[src/rtl/imem_boot_loader.sv]
// ----------------------------------------------------------------------------
// imem_boot_loader
//
// Boot-time program loader for the sequential RISC-V core. A byte stream
// arriving over a valid/ready handshake is packed little-endian into 32-bit
// instruction words. Each word is written to instruction memory at
// consecutive word addresses. The core is held in reset until the
// end-of-program word 0x00000000 has been written.
//
// Ports:
//   clk          system clock, rising-edge active
//   reset        asynchronous active-high reset
//   in_valid     source presents a byte on in_data
//   in_data      program byte
//   in_ready     loader accepts a byte this cycle
//   imem_we      instruction-memory write strobe, one cycle per word
//   imem_addr    word address of the current write
//   imem_wdata   assembled instruction word
//   core_reset   processor reset; 1 while loading or after an overflow
//   load_done    terminator written; program loaded
//   word_count   words written so far, terminator included
//   overflow_err capacity exhausted before a terminator arrived
// ----------------------------------------------------------------------------
module imem_boot_loader #(
    parameter int ADDR_WIDTH = 8,
    parameter int MAX_WORDS  = 256
) (
    input  logic                  clk,
    input  logic                  reset,
    input  logic                  in_valid,
    input  logic [7:0]            in_data,
    output logic                  in_ready,
    output logic                  imem_we,
    output logic [ADDR_WIDTH-1:0] imem_addr,
    output logic [31:0]           imem_wdata,
    output logic                  core_reset,
    output logic                  load_done,
    output logic [ADDR_WIDTH:0]   word_count,
    output logic                  overflow_err
);

    typedef enum logic [1:0] {
        LOAD  = 2'd0,
        WRITE = 2'd1,
        DONE  = 2'd2,
        ERROR = 2'd3
    } state_t;

    localparam logic [ADDR_WIDTH-1:0] LAST_ADDR = ADDR_WIDTH'(MAX_WORDS - 1);
    localparam logic [ADDR_WIDTH-1:0] ADDR_ONE  = ADDR_WIDTH'(1);
    localparam logic [ADDR_WIDTH:0]   COUNT_ONE = (ADDR_WIDTH + 1)'(1);

    state_t     state_reg;
    logic [1:0] byte_idx_reg;

    // All outputs are registered and updated together with the state, so the
    // handshake and write strobe always agree with the current state.
    always_ff @(posedge clk or posedge reset) begin
        if (reset) begin
            state_reg    <= LOAD;
            byte_idx_reg <= 2'd0;
            imem_addr    <= '0;
            imem_wdata   <= 32'd0;
            imem_we      <= 1'b0;
            in_ready     <= 1'b1;
            core_reset   <= 1'b1;
            load_done    <= 1'b0;
            word_count   <= '0;
            overflow_err <= 1'b0;
        end else begin
            case (state_reg)
                LOAD: begin
                    if (in_valid && in_ready) begin
                        // Little-endian packing: the first byte lands in bits 7:0.
                        imem_wdata[8*byte_idx_reg +: 8] <= in_data;
                        byte_idx_reg <= byte_idx_reg + 2'd1;
                        if (byte_idx_reg == 2'd3) begin
                            // Word complete: stall the source for the write cycle.
                            state_reg <= WRITE;
                            in_ready  <= 1'b0;
                            imem_we   <= 1'b1;
                        end
                    end
                end

                WRITE: begin
                    imem_we    <= 1'b0;
                    word_count <= word_count + COUNT_ONE;
                    if (imem_wdata == 32'd0) begin
                        // Terminator takes priority over the capacity check, so a
                        // terminator in the last slot still releases the core.
                        state_reg  <= DONE;
                        core_reset <= 1'b0;
                        load_done  <= 1'b1;
                    end else if (imem_addr == LAST_ADDR) begin
                        // Address is held at the last slot; it never wraps.
                        state_reg    <= ERROR;
                        overflow_err <= 1'b1;
                    end else begin
                        state_reg <= LOAD;
                        imem_addr <= imem_addr + ADDR_ONE;
                        in_ready  <= 1'b1;
                    end
                end

                DONE: begin
                    // Terminal until reset; incoming bytes are ignored.
                    in_ready <= 1'b0;
                    imem_we  <= 1'b0;
                end

                ERROR: begin
                    // Terminal until reset; the core stays held in reset.
                    in_ready   <= 1'b0;
                    imem_we    <= 1'b0;
                    core_reset <= 1'b1;
                end

                default: begin
                    state_reg <= ERROR;
                    in_ready  <= 1'b0;
                    imem_we   <= 1'b0;
                end
            endcase
        end
    end

endmodule

[config.mk]
export PLATFORM = sky130hd
export DESIGN_NAME = imem_boot_loader
export DESIGN_NICKNAME = d
export VERILOG_FILES = /design/src/rtl/imem_boot_loader.sv
export SDC_FILE = /design/constraint.sdc
export NUM_CORES = 1
export LEC_CHECK = 0
export BUFFER_PORTS_ARGS = -buffer_cell sky130_fd_sc_hd__buf_2
export CORE_ASPECT_RATIO = 1.25
export CORE_MARGIN = 2
export CORE_UTILIZATION = 55
export DETAILED_ROUTE_END_ITERATION = 16
export PLACE_DENSITY = 0.94
export SLEW_MARGIN = 20
export SYNTH_ARGS = -nofsm -noshare
export SYNTH_HDL_FRONTEND = slang
export SYNTH_SLANG_ARGS = --single-unit
[constraint.sdc]
create_clock -name clk -period 2.8 [get_ports clk]
set_input_delay 0.7 -clock clk [delete_from_list [all_inputs] [get_ports clk]]
set_output_delay 0.7 -clock clk [all_outputs]
set_load 0.005 [all_outputs]
==> results of run 1 <==
-- synthesized netlist by cell type, drive strengths merged, types with 3 or more instances --
| cell type | n | share of area [%] |
|---|---|---|
| nand3 | 9 | 1.8 |
| dfrtp | 56 | 55 |
| nor3 | 5 | 1.4 |
| nor3b | 3 | 1.1 |
| xor2 | 7 | 2.4 |
| o21ai | 35 | 6.9 |
| xnor2 | 9 | 3.1 |
| ha | 8 | 3.9 |
| nor4 | 9 | 2.2 |
| inv | 6 | 0.89 |
| nor2 | 6 | 0.89 |
| nand2 | 80 | 12 |
| clkbuf | 5 | 0.79 |
-- area by class of cell --
cell class	instances	area (um^2)	area share, %
clock buffers	11	141	4.48
clock inverters	5	77.6	2.46
inverters	6	22.5	0.714
multi-input cells	189	1040	33.1
flip-flops and latches	58	1450	46.1
well taps	58	72.6	2.30
repair buffers	67	343	10.9
-- worst min path at each step --
stage	depth (start not counted)	endpoint
3_3_place_gp	1	overflow_err
5_1_grt	2	imem_wdata[25]
3_5_place_dp	1	overflow_err
4_1_cts	2	imem_wdata[29]
6_report	2	imem_wdata[29]
2_1_floorplan	2	core_reset
-- cells in the final DEF (no fill, tap or decap) --
master,instances
nand2_1,80
dfstp_2,2
clkinvlp_4,1
nand4_1,2
a21oi_1,2
o21bai_1,2
nor3_1,4
ha_1,8
nor3b_2,1
nor2_1,6
and4_1,1
clkinv_2,2
and2b_2,1
mux2_4,1
o21ai_0,35
or3_1,1
bufinv_16,2
nand2b_1,2
inv_1,5
nor3b_1,2
o211ai_4,1
xor2_1,7
xnor2_1,9
a31oi_1,1
clkbuf_8,10
buf_2,64
and3_1,1
dfrtp_1,56
buf_4,3
nand3_1,9
nor3_4,1
clkbuf_1,1
nor2b_1,1
nor4_1,9
or2_1,2
inv_2,1
-- logic make-up after synthesis --
group                    after synthesis
AND/OR/NAND/NOR                      123
flip-flops                            58
AO/OA/AOI/OAI                         41
XOR/XNOR                              16
buffers and inverters                 11
adder cells (fa/ha/maj)                8
multiplexers                           1
-- power groups by stage --
stage	Sequential, mW	Combinational, mW	Clock (mW)
6_report	1.42	1.16	0.851
3_3_place_gp	1.41	1.10	0
2_1_floorplan	1.39	0.682	0
5_1_grt	1.46	1.32	0.908
3_5_place_dp	1.43	1.15	0
4_1_cts	1.42	1.17	0.856
-- critical path, cell delays in order, from the launching register on --
cell     delay (ps)
dfrtp_1         460
inv_1           180
ha_1            400
nor3b_1         710
nand2_1         140
o21ai_0         210
-- metal layers --
layer	vias up	routed length, um
met5	-	0
met3	12	261
li1	1015	-
met1	1045	2430
met4	0	114
met2	67	3050
==> impl_metrics.env, run 1 <==
export IMPL_status="completed"
export IMPL_arrival_ps=2430
export IMPL_r2r_slack_ps=610
export IMPL_antenna_cells=0
export IMPL_end_kind="flip-flop"
export IMPL_grtUsageTotal_pct=25.3
export IMPL_yosys_warnings=0
export IMPL_fmax_mhz=456
export IMPL_top_register="imem_wdata"
export IMPL_drv_cap=0
export IMPL_synthArstFlopShare_pct=100
export IMPL_dr_pass1_iters=4
export IMPL_worst_r2r_endpoint="imem_wdata[2]"
export IMPL_worst_pin_slew_ps=818
export IMPL_grt_util_met1_pct=32.6
export IMPL_peakVddDrop_uv=724
export IMPL_synthAdderAreaFrac_pct=3.94
export IMPL_initial_core_util_pct=57.4
export IMPL_rr_worst_depth=5
export IMPL_dp_cells=378
export IMPL_synth_top_family_by_area="simple AND/OR/NAND/NOR gates"
export IMPL_routed_via_count=2139
export IMPL_synth_seq_cells=58
export IMPL_antenna_left=0
export IMPL_endpoint="imem_wdata[2]"
export IMPL_p_sw_share_pct=37.0
export IMPL_synth_edf_count=0
export IMPL_finalMaxSlewViolations=0
export IMPL_antenna_found_initial=0
export IMPL_period_share_pct=78.4
export IMPL_grtUsageMet3_pct=5.50
export IMPL_die_h_um=80.0
export IMPL_synth_fp_nets=277
export IMPL_vias_per_cell=5.43
export IMPL_gp_congestion=0.858
export IMPL_clk_latency_ps=340
export IMPL_avgSynthCellArea_um2=9.85
export IMPL_clock_skew_ps=6.88
export IMPL_rows=27
export IMPL_slew_headroom_pct=45.4
export IMPL_p_int_mw=2.16
export IMPL_muxShareOfSynthArea_pct=0.591
export IMPL_overflow=0
export IMPL_cts_path_max_buffers=2
export IMPL_first_iter_violations=137
export IMPL_drt_wirelength_per_cell_um=14.9
export IMPL_synth_compound_area_share_pct=8.96
export IMPL_critPathKind="reg2reg"
export IMPL_cts_resized=0
export IMPL_synth_area_um2=2540
export IMPL_h_tree_depth=3
export IMPL_areaGrowthSynthToFinish_pct=24.2
export IMPL_postCtsHoldBufs=0
export IMPL_combPwrFrac_pct=33.7
export IMPL_start_kind="flip-flop"
export IMPL_cts_tree="done"
export IMPL_switching_power_mw=1.27
export IMPL_gr_usage_met2_pct=41.2
export IMPL_p_clk_share_pct=24.8
export IMPL_dieWidth_um=64.8
export IMPL_powerDensity_nw_per_um2=1090
export IMPL_place_ws_ps=654
export IMPL_setup_violations=0
export IMPL_grt_pass1_wl_um=9760
export IMPL_hold_viol=0
export IMPL_largest_reg_flops=32
export IMPL_final_util_pct=71.3
export IMPL_final_cells=394
export IMPL_hp_class="in2async"
export IMPL_drc_errors=0
export IMPL_root_buffer="clkbuf_8"
export IMPL_power_frac_seq_pct=41.4
export IMPL_grt_busiest_layer="met2"
export IMPL_layout_setup_ws_ps=606
export IMPL_wl_um=5850
export IMPL_synthFlopType="dfrtp_1"
export IMPL_top_regs="imem_wdata (32), word_count (9), imem_addr (8)"
export IMPL_nFillCells=334
export IMPL_post_dp_cell_area_um2=2940
export IMPL_crit_start="byte_idx_reg[0]"
export IMPL_final_area_um2=3160
export IMPL_dieArea_um2=5180
export IMPL_cts_buffers=9
export IMPL_nets=350
export IMPL_syn_inst=258
export IMPL_port_buffer_count=64
export IMPL_postCtsSetupBuffers=0
export IMPL_power_total_mw=3.43
export IMPL_grt_pass1_vias=2042
export IMPL_core_um2=4430
export IMPL_path_clk_slew_ps=70
export IMPL_grt_max_degree=27
export IMPL_cts_sinks=58
export IMPL_leakage_nw=1.60
export IMPL_holdWs_ps=307
export IMPL_worstPathRequired_ps=3040
export IMPL_r2r_start="byte_idx_reg[0]"
export IMPL_final_layout_size_suffix_gt1_share_pct=26.8
export IMPL_fin_crit_ps=2190
export IMPL_ys_types=30
export IMPL_hpwl_um=4200
export IMPL_synth_seq_area_share_pct=57.2
export IMPL_worstPathMaxFanout=8
export IMPL_synth_xor_area_share_pct=5.51
export IMPL_synth_simple_gate_area_share_pct=22.1
export IMPL_num_io_pins=65
export IMPL_fin_tns_setup_ps=0
export IMPL_rsz0062_at_grt="false"
No activity file was read; power rests on OpenSTA's default activity.
==> inputs of run 2 (changes only) <==
--- a/config.mk
+++ b/config.mk
@@ -8,9 +8,9 @@
 export BUFFER_PORTS_ARGS = -buffer_cell sky130_fd_sc_hd__buf_2
 export CORE_ASPECT_RATIO = 1.25
 export CORE_MARGIN = 2
-export CORE_UTILIZATION = 55
+export CORE_UTILIZATION = 47
 export DETAILED_ROUTE_END_ITERATION = 16
-export PLACE_DENSITY = 0.94
+export PLACE_DENSITY = 0.87
 export SLEW_MARGIN = 20
 export SYNTH_ARGS = -nofsm -noshare
 export SYNTH_HDL_FRONTEND = slang
==> constraint.sdc (replaced) <==
create_clock -name clk -period 2 [get_ports clk]
set_input_delay 0.5 -clock clk [delete_from_list [all_inputs] [get_ports clk]]
set_output_delay 0.5 -clock clk [all_outputs]
set_load 0.005 [all_outputs]
==> run 2 against run 1 <==
First-iteration DRC count increased by 36%. Combinational power up 41%. Clock skew hardly changed. Count of clock-buffer cells in the layout rose by 1. Sequential power up 39%. Clock power increased by 9.4%. Worst setup slack worse by 440 ps. Final cell count rose by 1.0%. Register-to-register slack got worse by 440 ps. Global-route usage fell by 4.3 points.
==> impl_metrics.env, run 2 (synthesized netlist as in run 1, its figures left out) <==
export IMPL_dr_pass1_iters=4
export IMPL_cts_path_max_buffers=2
export IMPL_arrival_ps=2050
export IMPL_drc_errors=0
export IMPL_combPwrFrac_pct=36.0
export IMPL_status="completed"
export IMPL_worst_r2r_endpoint="imem_addr[1]"
export IMPL_period_share_pct=91.7
export IMPL_cts_resized=0
export IMPL_fmax_mhz=545
export IMPL_p_sw_share_pct=37.9
export IMPL_vias_per_cell=5.27
export IMPL_setup_violations=0
export IMPL_drt_wirelength_per_cell_um=14.5
export IMPL_dieWidth_um=69.8
export IMPL_critPathKind="reg2reg"
export IMPL_nets=351
export IMPL_antenna_left=0
export IMPL_core_um2=5150
export IMPL_drv_cap=0
export IMPL_switching_power_mw=1.73
export IMPL_fin_tns_setup_ps=0
export IMPL_power_frac_seq_pct=43.5
export IMPL_final_layout_size_suffix_gt1_share_pct=26.8
export IMPL_gp_congestion=0.811
export IMPL_worstPathMaxFanout=9
export IMPL_grt_pass1_wl_um=9710
export IMPL_overflow=0
export IMPL_clk_latency_ps=330
export IMPL_top_register="imem_wdata"
export IMPL_p_int_mw=2.82
export IMPL_first_iter_violations=187
export IMPL_hold_viol=0
export IMPL_wl_um=5770
export IMPL_h_tree_depth=3
export IMPL_r2r_start="imem_wdata[8]"
export IMPL_worstPathRequired_ps=2210
export IMPL_finalMaxSlewViolations=0
export IMPL_hpwl_um=4290
export IMPL_nFillCells=463
export IMPL_antenna_found_initial=0
export IMPL_routed_via_count=2099
export IMPL_r2r_slack_ps=170
export IMPL_initial_core_util_pct=49.3
export IMPL_holdWs_ps=137
export IMPL_rows=29
export IMPL_p_clk_share_pct=20.5
export IMPL_cts_buffers=9
export IMPL_cts_sinks=58
export IMPL_multiInputGateArea_um2=1040
export IMPL_postCtsHoldBufs=0
export IMPL_slew_headroom_pct=65.9
export IMPL_grt_pass1_vias=2057
export IMPL_path_clk_slew_ps=60
export IMPL_root_buffer="clkbuf_8"
export IMPL_regArea_um2=1450
export IMPL_grt_max_degree=43
export IMPL_start_kind="flip-flop"
export IMPL_top_regs="imem_wdata (32), word_count (9), imem_addr (8)"
export IMPL_powerDensity_nw_per_um2=1450
export IMPL_peakVddDrop_uv=679
export IMPL_final_common_cell="nand2_1"
export IMPL_die_h_um=86.2
export IMPL_worst_pin_slew_ps=509
export IMPL_final_cell_mix="80 x nand2_1, 64 x buf_2, 56 x dfrtp_1, 35 x o21ai_0, 11 x clkbuf_8"
export IMPL_clock_skew_ps=7.38
export IMPL_end_kind="flip-flop"
export IMPL_areaGrowthSynthToFinish_pct=23.2
export IMPL_grtUsageTotal_pct=20.9
export IMPL_fin_crit_ps=1830
export IMPL_num_io_pins=65
export IMPL_antenna_cells=0
export IMPL_rr_worst_depth=4
export IMPL_rsz0062_at_grt="false"
export IMPL_cts_tree="done"
export IMPL_port_buffer_count=64
export IMPL_hp_class="in2async"
export IMPL_largest_reg_flops=32
export IMPL_leakage_nw=1.59
export IMPL_dieArea_um2=6010
export IMPL_postCtsSetupBuffers=0
[run 2: cell types whose count changed in the layout (fill, tap and decap cells not counted)]
cell,change
bufinv_16,-2
buf_12,+1
clkbuf_8,+1
clkinv_2,+1
clkinvlp_4,-1
[run 2: how the worst max path moves through the flow]
stage | startpoint | endpoint | depth (start not counted)
floorplan | reset | byte_idx_reg[0] | 1
global placement | imem_wdata[8] | imem_addr[1] | 4
detailed placement | imem_wdata[8] | imem_addr[1] | 4
CTS | imem_wdata[8] | imem_addr[1] | 4
global route | byte_idx_reg[0] | imem_wdata[15] | 5
finish | imem_wdata[8] | imem_addr[1] | 4
[run 2: critical path, stage by stage (launching register included)]
cell and delay (ps):
dfrtp_1 400, nor4_1 410, nand4_1 230, o211ai_4 350
mux2_4 330
[run 2: through the flow]
stage	util (%)	setup WS, ps	cell area, um^2	power, mW	instances
finish	60.8	166	3130	4.55	398
global route	60.8	70.9	3130	4.93	398
CTS	60.8	182	3130	4.60	398
detailed placement	57.5	197	2960	3.64	383
global placement	57.5	197	2960	3.56	383
floorplan	-	75.3	2540	2.90	258
[run 2: layout make-up]
type	instances	area share, %
Sequential cell	58	46.4
Clock buffer	12	4.95
Tap cell	62	2.48
Clock inverter	3	0.479
Timing Repair Buffer	68	11.6
Multi-Input combinational cell	189	33.4
Inverter	6	0.719
[run 2: power groups by stage]
stage | clock network, mW | logic (mW) | registers, mW
4_1_cts | 0.962 | 1.66 | 1.98
6_report | 0.931 | 1.64 | 1.98
2_1_floorplan | 0 | 0.955 | 1.95
5_1_grt | 1.02 | 1.87 | 2.04
3_3_place_gp | 0 | 1.59 | 1.97
3_5_place_dp | 0 | 1.65 | 2.00
[run 2: metal layers]
| metal | vias to the layer above | GRT usage [%] | wire length, um |
|---|---|---|---|
| li1 | 1016 | - | - |
| met1 | 1001 | 26.5 | 2430 |
| met2 | 66 | 33.0 | 2840 |
| met3 | 16 | 5.93 | 314 |
| met4 | 0 | 10.7 | 174 |
| met5 | - | 0 | 0 |
==> inputs of run 3 (changes only) <==
--- a/config.mk
+++ b/config.mk
@@ -10,8 +10,8 @@
 export CORE_MARGIN = 2
 export CORE_UTILIZATION = 47
 export DETAILED_ROUTE_END_ITERATION = 16
-export PLACE_DENSITY = 0.87
-export SLEW_MARGIN = 20
+export HOLD_SLACK_MARGIN = 0.15
+export PLACE_DENSITY = 0.75
 export SYNTH_ARGS = -nofsm -noshare
 export SYNTH_HDL_FRONTEND = slang
 export SYNTH_SLANG_ARGS = --single-unit
==> run 3 against run 2 <==
Maximum frequency decreased by 2.2%. Sequential power about the same. Global-route usage decreased by 0.22 points. Routed wire length decreased by 0.42%. Die area unchanged. Final cell count increased by 0.75%. Core utilization increased by 0.53 points. Worst setup slack got worse by 41 ps. Via count decreased by 1.9%. Critical path depth unchanged. Register-to-register slack got worse by 40 ps. Critical endpoint unchanged. Largest cell class unchanged.
==> impl_metrics.env, run 3 (synthesized netlist as in run 1, its figures left out) <==
export IMPL_final_util_pct=61.3
export IMPL_crit_chain="nor4_1 -> nand4_1 -> o211ai_4 -> mux2_4"
export IMPL_cts_resized=0
export IMPL_cts_sinks=58
export IMPL_cts_path_max_buffers=2
export IMPL_r2r_start="imem_wdata[7]"
export IMPL_hold_viol=0
export IMPL_wl_um=5740
export IMPL_critPathKind="reg2reg"
export IMPL_peakVddDrop_uv=821
export IMPL_fin_crit_ps=1880
export IMPL_period_share_pct=93.8
export IMPL_largest_reg_flops=32
export IMPL_dr_pass1_iters=4
export IMPL_slew_headroom_pct=69.8
export IMPL_critPathSlowestCell="nor4_1"
export IMPL_clock_skew_ps=5.52
export IMPL_port_buffer_count=64
export IMPL_grtUsageTotal_pct=20.7
export IMPL_leakage_nw=1.61
export IMPL_powerDensity_nw_per_um2=1470
export IMPL_areaGrowthSynthToFinish_pct=24.3
export IMPL_postCtsHoldBufs=0
export IMPL_final_layout_size_suffix_gt1_share_pct=27.1
export IMPL_rr_worst_depth=4
export IMPL_end_kind="flip-flop"
export IMPL_num_io_pins=65
export IMPL_worstPathMaxFanout=9
export IMPL_grt_pass1_wl_um=9560
export IMPL_worst_r2r_endpoint="imem_addr[1]"
export IMPL_antenna_cells=0
export IMPL_clk_latency_ps=330
export IMPL_root_buffer="clkbuf_8"
export IMPL_start_kind="flip-flop"
export IMPL_nets=353
export IMPL_dieWidth_um=69.8
export IMPL_drv_cap=0
export IMPL_hpwl_um=4220
export IMPL_final_area_um2=3160
export IMPL_antenna_found_initial=0
export IMPL_rows=29
export IMPL_layout_setup_ws_ps=124
export IMPL_grt_max_degree=59
export IMPL_top_register="imem_wdata"
export IMPL_arrival_ps=2100
export IMPL_final_common_cell="nand2_1"
export IMPL_cts_buffers=9
export IMPL_worstSetupPathDepth=4
export IMPL_finalMaxSlewViolations=0
export IMPL_antenna_left=0
export IMPL_place_ws_ps=128
export IMPL_hp_class="in2async"
export IMPL_r2r_slack_ps=120
export IMPL_worstPathRequired_ps=2220
export IMPL_path_clk_slew_ps=60
export IMPL_post_dp_cell_area_um2=2980
export IMPL_routed_via_count=2060
export IMPL_h_tree_depth=3
export IMPL_overflow=0
export IMPL_first_iter_violations=99
export IMPL_gp_congestion=0.832
export IMPL_fmax_mhz=533
export IMPL_worst_pin_slew_ps=452
export IMPL_critPathTopFamily="simple AND/OR/NAND/NOR gates"
export IMPL_dieArea_um2=6010
export IMPL_status="completed"
export IMPL_vias_per_cell=5.14
export IMPL_fin_tns_setup_ps=0
export IMPL_drc_errors=0
export IMPL_crit_buf_inv=0
export IMPL_rsz0062_at_grt="false"
export IMPL_core_um2=5150
export IMPL_cts_tree="done"
export IMPL_die_h_um=86.2
export IMPL_postCtsSetupBuffers=0
export IMPL_grt_pass1_vias=1988
export IMPL_initial_core_util_pct=49.3
export IMPL_final_cell_mix="80 x nand2_1, 64 x buf_2, 56 x dfrtp_1, 35 x o21ai_0, 12 x clkbuf_8"
export IMPL_slowest_delay_ps=420
export IMPL_drt_wirelength_per_cell_um=14.3
export IMPL_setup_violations=0
export IMPL_top_regs="imem_wdata (32), word_count (9), imem_addr (8)"
[run 3: metal layers]
| layer | routed length [um] | vias up | GRT usage, % |
|---|---|---|---|
| met5 | 0 | - | 0 |
| met4 | 77 | 0 | 7.87 |
| met3 | 277 | 10 | 7.79 |
| met2 | 2810 | 51 | 32.8 |
| met1 | 2580 | 981 | 26.0 |
| li1 | - | 1018 | - |
[run 3: worst max path at each step]
stage,from,slack [ps],endpoint
2_1_floorplan,reset,80,byte_idx_reg[0]
3_3_place_gp,imem_wdata[0],180,imem_addr[1]
3_5_place_dp,imem_wdata[0],130,imem_addr[1]
4_1_cts,imem_wdata[0],120,imem_addr[1]
5_1_grt,imem_wdata[4],80,imem_addr[1]
6_report,imem_wdata[7],120,imem_addr[1]
[run 3: tightest hold or removal path, cell delays in order]
cell	delay (ps)
buf_2	100
inv_2	60
buf_12	270
[run 3: layout make-up]
type | instances | area [um^2]
tap | 62 | 77.6
inverter | 6 | 22.5
clock inverter | 2 | 10.0
fill | 444 | 1990
multi-input combinational | 189 | 1040
sequential | 58 | 1450
timing repair buffer | 70 | 378
clock buffer | 14 | 173
[run 3: report_power, final]
part | switching [mW] | leakage, nW | internal [mW] | total (mW)
Sequential | 0.384 | 0.773 | 1.58 | 1.96
Combinational | 0.909 | 0.739 | 0.767 | 1.68
Clock | 0.442 | 0.0965 | 0.548 | 0.990
Total | 1.74 | 1.61 | 2.90 | 4.63
[run 3: stage by stage]
| stage | total power, mW | hold WS [ps] | instances |
|---|---|---|---|
| floorplan | 2.90 | 462 | 258 |
| global placement | 3.62 | 459 | 385 |
| detailed placement | 3.69 | 464 | 385 |
| CTS | 4.68 | 219 | 401 |
| global route | 5.00 | 221 | 401 |
| finish | 4.63 | 209 | 401 |
